**src/rtl/uart_pkg.sv**
```systemverilog
// Shared definitions for the 8N1 UART transmitter and receiver cores.
package uart_pkg;

  localparam int DATA_BITS = 8;

  typedef enum logic [1:0] {
    IDLE  = 2'd0,
    START = 2'd1,
    DATA  = 2'd2,
    STOP  = 2'd3
  } uart_state_e;

endpackage

```
**src/rtl/uart_rx_core.sv**
```systemverilog
// 8N1 UART receiver: synchronised input, mid-bit sampling, valid/frame-error strobes.
module uart_rx_core
  import uart_pkg::*;
#(
  parameter int CLKS_PER_BIT = 10416
) (
  input  logic                 clk,
  input  logic                 reset_n,
  input  logic                 rx_serial,
  output logic                 rx_data_valid,
  output logic [DATA_BITS-1:0] rx_byte,
  output logic                 rx_frame_err
);

  localparam int CNT_W = $clog2(CLKS_PER_BIT);
  localparam int IDX_W = $clog2(DATA_BITS);
  localparam logic [CNT_W-1:0] CNT_LAST = CNT_W'(CLKS_PER_BIT - 1);
  localparam logic [CNT_W-1:0] CNT_HALF = CNT_W'(CLKS_PER_BIT / 2);
  localparam logic [IDX_W-1:0] IDX_LAST = IDX_W'(DATA_BITS - 1);

  uart_state_e          state, state_nxt;
  logic [1:0]           sync;
  logic                 rx_s;
  logic [CNT_W-1:0]     cnt;
  logic [IDX_W-1:0]     idx;
  logic [DATA_BITS-1:0] shreg;
  logic                 bit_end, shift_en, byte_ok, byte_err;

  assign rx_s    = sync[1];
  assign bit_end = (cnt == CNT_LAST);

  always_ff @(posedge clk or negedge reset_n) begin
    if (!reset_n) state <= IDLE;
    else          state <= state_nxt;
  end

  always_comb begin
    state_nxt = state;
    case (state)
      IDLE:    if (!rx_s) state_nxt = START;
      START:   if (cnt == CNT_HALF) state_nxt = rx_s ? IDLE : DATA;
      DATA:    if (bit_end && (idx == IDX_LAST)) state_nxt = STOP;
      STOP:    if (bit_end) state_nxt = IDLE;
      default: state_nxt = IDLE;
    endcase
  end

  always_comb begin
    shift_en = (state == DATA) && bit_end;
    byte_ok  = (state == STOP) && bit_end && rx_s;
    byte_err = (state == STOP) && bit_end && !rx_s;
  end

  // Leaving STOP mid-bit keeps the receiver ready for an immediately following start bit.
  always_ff @(posedge clk or negedge reset_n) begin
    if (!reset_n) begin
      sync          <= 2'b11;
      cnt           <= '0;
      idx           <= '0;
      rx_data_valid <= 1'b0;
      rx_frame_err  <= 1'b0;
      rx_byte       <= '0;
    end else begin
      sync <= {sync[0], rx_serial};
      if ((state == IDLE) || (state_nxt != state) || bit_end) cnt <= '0;
      else                                                     cnt <= cnt + CNT_W'(1);
      if (state == START)                    idx <= '0;
      else if (shift_en && (idx != IDX_LAST)) idx <= idx + IDX_W'(1);
      rx_data_valid <= byte_ok;
      rx_frame_err  <= byte_err;
      if (byte_ok) rx_byte <= shreg;
    end
  end

  always_ff @(posedge clk) begin
    if (shift_en) shreg <= {rx_s, shreg[DATA_BITS-1:1]};
  end

endmodule

```
**src/rtl/uart_tx_core.sv**
```systemverilog
// 8N1 UART transmitter: one byte per accepted request, LSB first, idle-high line.
module uart_tx_core
  import uart_pkg::*;
#(
  parameter int CLKS_PER_BIT = 10416
) (
  input  logic                 clk,
  input  logic                 reset_n,
  input  logic                 tx_data_valid,
  input  logic [DATA_BITS-1:0] tx_byte,
  output logic                 tx_active,
  output logic                 tx_serial,
  output logic                 tx_done
);

  localparam int CNT_W = $clog2(CLKS_PER_BIT);
  localparam int IDX_W = $clog2(DATA_BITS);
  localparam logic [CNT_W-1:0] CNT_LAST = CNT_W'(CLKS_PER_BIT - 1);
  localparam logic [IDX_W-1:0] IDX_LAST = IDX_W'(DATA_BITS - 1);

  uart_state_e          state, state_nxt;
  logic [CNT_W-1:0]     cnt;
  logic [IDX_W-1:0]     idx;
  logic [DATA_BITS-1:0] tx_data_q;
  logic                 bit_end;
  logic                 accept;

  assign bit_end = (cnt == CNT_LAST);
  assign accept  = (state == IDLE) && tx_data_valid;

  always_ff @(posedge clk or negedge reset_n) begin
    if (!reset_n) state <= IDLE;
    else          state <= state_nxt;
  end

  always_comb begin
    state_nxt = state;
    case (state)
      IDLE:    if (tx_data_valid) state_nxt = START;
      START:   if (bit_end) state_nxt = DATA;
      DATA:    if (bit_end && (idx == IDX_LAST)) state_nxt = STOP;
      STOP:    if (bit_end) state_nxt = IDLE;
      default: state_nxt = IDLE;
    endcase
  end

  always_comb begin
    tx_serial = 1'b1;
    tx_active = 1'b1;
    case (state)
      IDLE:    tx_active = 1'b0;
      START:   tx_serial = 1'b0;
      DATA:    tx_serial = tx_data_q[idx];
      default: ;
    endcase
  end

  // Bit timing, bit index and the sticky completion flag.
  always_ff @(posedge clk or negedge reset_n) begin
    if (!reset_n) begin
      cnt     <= '0;
      idx     <= '0;
      tx_done <= 1'b0;
    end else begin
      if ((state == IDLE) || bit_end) cnt <= '0;
      else                            cnt <= cnt + CNT_W'(1);
      if (state == START)                                  idx <= '0;
      else if ((state == DATA) && bit_end && (idx != IDX_LAST)) idx <= idx + IDX_W'(1);
      if (accept)                           tx_done <= 1'b0;
      else if ((state == STOP) && bit_end)  tx_done <= 1'b1;
    end
  end

  // Byte is latched only on accept, so later tx_byte changes never reach the line.
  always_ff @(posedge clk) begin
    if (accept) tx_data_q <= tx_byte;
  end

endmodule

```
**src/rtl/uart_txrx_core.sv**
```systemverilog
// 8N1 UART transmitter/receiver pair; the two directions run fully independently.
module uart_txrx_core
  import uart_pkg::*;
#(
  parameter int CLKS_PER_BIT = 10416
) (
  input  logic                 clk,
  input  logic                 reset_n,
  input  logic                 tx_data_valid,
  input  logic [DATA_BITS-1:0] tx_byte,
  output logic                 tx_active,
  output logic                 tx_serial,
  output logic                 tx_done,
  input  logic                 rx_serial,
  output logic                 rx_data_valid,
  output logic [DATA_BITS-1:0] rx_byte,
  output logic                 rx_frame_err
);

  uart_tx_core #(.CLKS_PER_BIT(CLKS_PER_BIT)) u_tx (
    .clk           (clk),
    .reset_n       (reset_n),
    .tx_data_valid (tx_data_valid),
    .tx_byte       (tx_byte),
    .tx_active     (tx_active),
    .tx_serial     (tx_serial),
    .tx_done       (tx_done)
  );

  uart_rx_core #(.CLKS_PER_BIT(CLKS_PER_BIT)) u_rx (
    .clk           (clk),
    .reset_n       (reset_n),
    .rx_serial     (rx_serial),
    .rx_data_valid (rx_data_valid),
    .rx_byte       (rx_byte),
    .rx_frame_err  (rx_frame_err)
  );

endmodule

```
**config.mk**
```make
export PLATFORM = sky130hd
export DESIGN_NAME = uart_txrx_core
export DESIGN_NICKNAME = d
export VERILOG_FILES = /design/src/rtl/uart_pkg.sv /design/src/rtl/uart_rx_core.sv /design/src/rtl/uart_tx_core.sv /design/src/rtl/uart_txrx_core.sv
export SDC_FILE = /design/constraint.sdc
export NUM_CORES = 1
export LEC_CHECK = 0
export CAP_MARGIN = 40
export CELL_PAD_IN_SITES_DETAIL_PLACEMENT = 0
export CELL_PAD_IN_SITES_GLOBAL_PLACEMENT = 1
export CORE_AREA = 2 2 84 118
export DETAILED_ROUTE_END_ITERATION = 16
export DIE_AREA = 0 0 86 120
export PLACE_DENSITY = 0.62
export SYNTH_ARGS = -nofsm -noshare
export SYNTH_HDL_FRONTEND = slang
export SYNTH_SLANG_ARGS = --single-unit
```
**constraint.sdc**
```tcl
create_clock -name clk -period 5.7 [get_ports clk]
set_input_delay 0.57 -clock clk [delete_from_list [all_inputs] [get_ports clk]]
set_output_delay 0.57 -clock clk [all_outputs]
set_load 0.005 [all_outputs]
```
==> out/results.ini <==
[run_status]
status = finished clean

[detailed_routing]
ant_nets = 0
routed_wl_um = 5990
via_per_inst = 5.05
route.detailed.drc = 0
vias = 2081
dr.first_iter.drc_count = 109
wl_per_cell_um = 14.5
first_pass_iters = 5

[flow_run]
maxCapViolCount = 0

[setup_path]
critical-path-top-delay-family = multiplexers
startpoint = u_tx.idx[0]
required_ns = 5.13
endpoint_kind = primary output
worstRegToRegCells = 4
cp.depth = 4
r2r-start = u_rx.cnt[4]
path_buf_inv = 1
cp-start-kind = flop
r2r-end = u_rx.shreg[7]
reg2reg_slack_ns = 3.39
cpMostUsedCell = mux2i_1
critPathSlowestCell = mux4_2
criticalPathCategory = flop to primary output
setup.worst_path.end = tx_serial
path_max_fanout = 4
path_cells = mux4_2 -> mux2i_1 -> mux2i_1 -> clkdlybuf4s50_1
max_stage_delay_ns = 0.54
arrival_ns = 1.99

[floorplanning]
fp-row-count = 42
ios = 25
initial_core_util_pct = 34.1
die_x_um = 86
die_y_um = 120
coreArea_sq_um = 9300
dieArea_sq_um = 10300

[pwr]
p_per_area_nw_per_um2 = 274
p_clk_share_pct = 51.2
p_comb_share_pct = 1.4
ir_worst_vdd_mv = 0.160
swShare_pct = 19.6
p_int_uw = 836
netSwitchingPower_uw = 204
leakagePower_nw = 1.60
power.total_mw = 1.04
seq_power_share_pct = 47.4

[placed_design]
dp.cells = 396
port_buffers = 24
gp_congestion = 0.731
dp_hpwl_um = 4110

[yosys]
synth_nets = 294
seq_area_frac_synth_pct = 55.5
synth.avg_cell_area_sq_um = 11.7
synth-seq-cells = 67
yosysWarnings = 0
yosysUniqueCellTypes = 51
async_flop_share_pct = 76.1
synth_edf_count = 16
netlist_area_sq_um = 3170
synth_ff_type = dfrtp_1
postSynthCellCount = 270

[global_route]
grt_max_degree = 52
grt_overflow_total = 0
grt_pass1_vias = 2127
grt_first_pass_wirelength_um = 10300
gr-usage-all-layers_pct = 13.0
antenna_found_initial = 0

[timing]
max_freq_mhz = 391
worst_slew_pin_slew_ns = 0.664
rsz0062_at_grt = no
fin_crit_ns = 2.56
period_share_pct = 44.9
setup_viol_count_final = 0
drv_slew = 0
clock-skew-final_ns = 0.00641
hold_viol_final = 0
max_slew_margin_pct = 55.6
fin_setup_tns_ns = 0

[min_path]
hold_class = primary input to async pin

[layout]
drive_gt1_share_pct = 12.6
final_common_cell = dfrtp_1
n_antenna_cell = 0
nNetsFinal = 321
syn2layout_area_growth_pct = 19.7
final_cells = 412
final_cell_mix = 49 x dfrtp_1, 39 x nor2_1, 23 x clkdlybuf4s50_1

[clock_network]
path_clk_slew_ns = 0.05
h-tree-depth = 3
cts_hold_repair.buffers = 0
cts_buffer_depth = 2
cts_tree = built
post_cts_resized = 0
cts.sink_count = 67
postCtsSetupRepairBufs = 0
clkLatencyLatePin_ns = 0.33
root_buffer = clkbuf_16
numCtsBuffers = 9

-- area by class of cell --
class / count / area [sq um]
flip-flops and latches: 67 / 1760
clock buffers: 11 / 233
multi-input cells: 177 / 1300
inverters: 17 / 63.8
well taps: 110 / 138
fillers: 880 / 5510
clock inverters: 5 / 55.1
repair buffers: 25 / 243
-- per-layer routing --
layer | GRT usage (%) | vias to the layer above | part of all wire [%]
li1 | - | 1016 | -
met1 | 15.6 | 1027 | 46
met2 | 20.6 | 29 | 49
met3 | 3.37 | 9 | 3.0
met4 | 7.94 | 0 | 2.6
met5 | 0 | - | 0
-- sequential cells by signal (all words and copies together), names as in the netlist, 3 cells and up --
register	count
u_rx.cnt	14
u_tx.idx	3
u_rx.idx	3
u_tx.cnt	14
u_tx.tx_data_q	8
u_rx.shreg	8
u_rx.rx_byte	8
-- synth_stat cells (all sizes together), types with 2 or more instances --
cell type  count  share of area [%]
dfrtp         49                 39
nor2          39                4.6
inv           17                2.0
xnor2         17                4.7
edfxtp        16                 15
ha            12                4.7
nand2         10                1.2
mux2           9                3.2
nand4          9                1.8
nand3          8                1.3
nor3           8                1.3
xor2           7                1.9
nor4           6                1.7
and4           5                1.4
buf            5               0.87
clkbuf         4               0.51
mux2i          4                1.3
a21oi          3               0.47
o22ai          3               0.59
or2            3               0.59
a41oi          2               0.55
dfstp          2                1.7
mux4           2                1.4
nand2b         2               0.39
o211ai         2               0.47
or3            2               0.39
or4            2               0.47
or4b           2               0.87
-- logic make-up (layout without fill, tap and decap cells) --
family,count (synthesis),count (layout),share of synthesized area [%]
AND/OR/NAND/NOR,106,106,18.5
flip-flops,67,67,55.5
buffers and inverters,26,58,3.39
XOR/XNOR,24,24,6.63
AO/OA/AOI/OAI,20,20,5.33
multiplexers,15,15,5.88
adder cells (fa/ha/maj),12,12,4.74
-- worst min path at each step --
| stage | to | slack, ns | depth (start not counted) |
|---|---|---|---|
| floorplan | u_rx.cnt[0] | 0.27 | 0 |
| finish | u_tx.cnt[0] | 0.36 | 2 |
| global placement | u_rx.sync[1] | 0.35 | 0 |
| CTS | u_rx.sync[1] | 0.36 | 0 |
| detailed placement | u_rx.sync[1] | 0.35 | 0 |
| global route | u_rx.sync[1] | 0.36 | 0 |
-- per-stage QoR --
stage          instance area (sq um)  utilization (%)  setup WS, ns  hold WS (ns)
2_1_floorplan                   3170                -          3.59         0.274
3_3_place_gp                    3510             37.7          3.45         0.347
3_5_place_dp                    3510             37.7          3.41         0.347
4_1_cts                         3790             40.8          3.11         0.355
5_1_grt                         3790             40.8          3.04         0.363
6_report                        3790             40.8          3.14         0.356
-- power by group through the flow --
stage | sequential (mW) | combinational [mW] | clock (mW)
finish | 0.493 | 0.0149 | 0.532
floorplan | 0.501 | 0.000323 | 0
detailed placement | 0.501 | 0.0159 | 0
global route | 0.492 | 0.0174 | 0.571
global placement | 0.501 | 0.0159 | 0
CTS | 0.493 | 0.0159 | 0.549
Note: power is estimated with default switching activity, not from simulation.
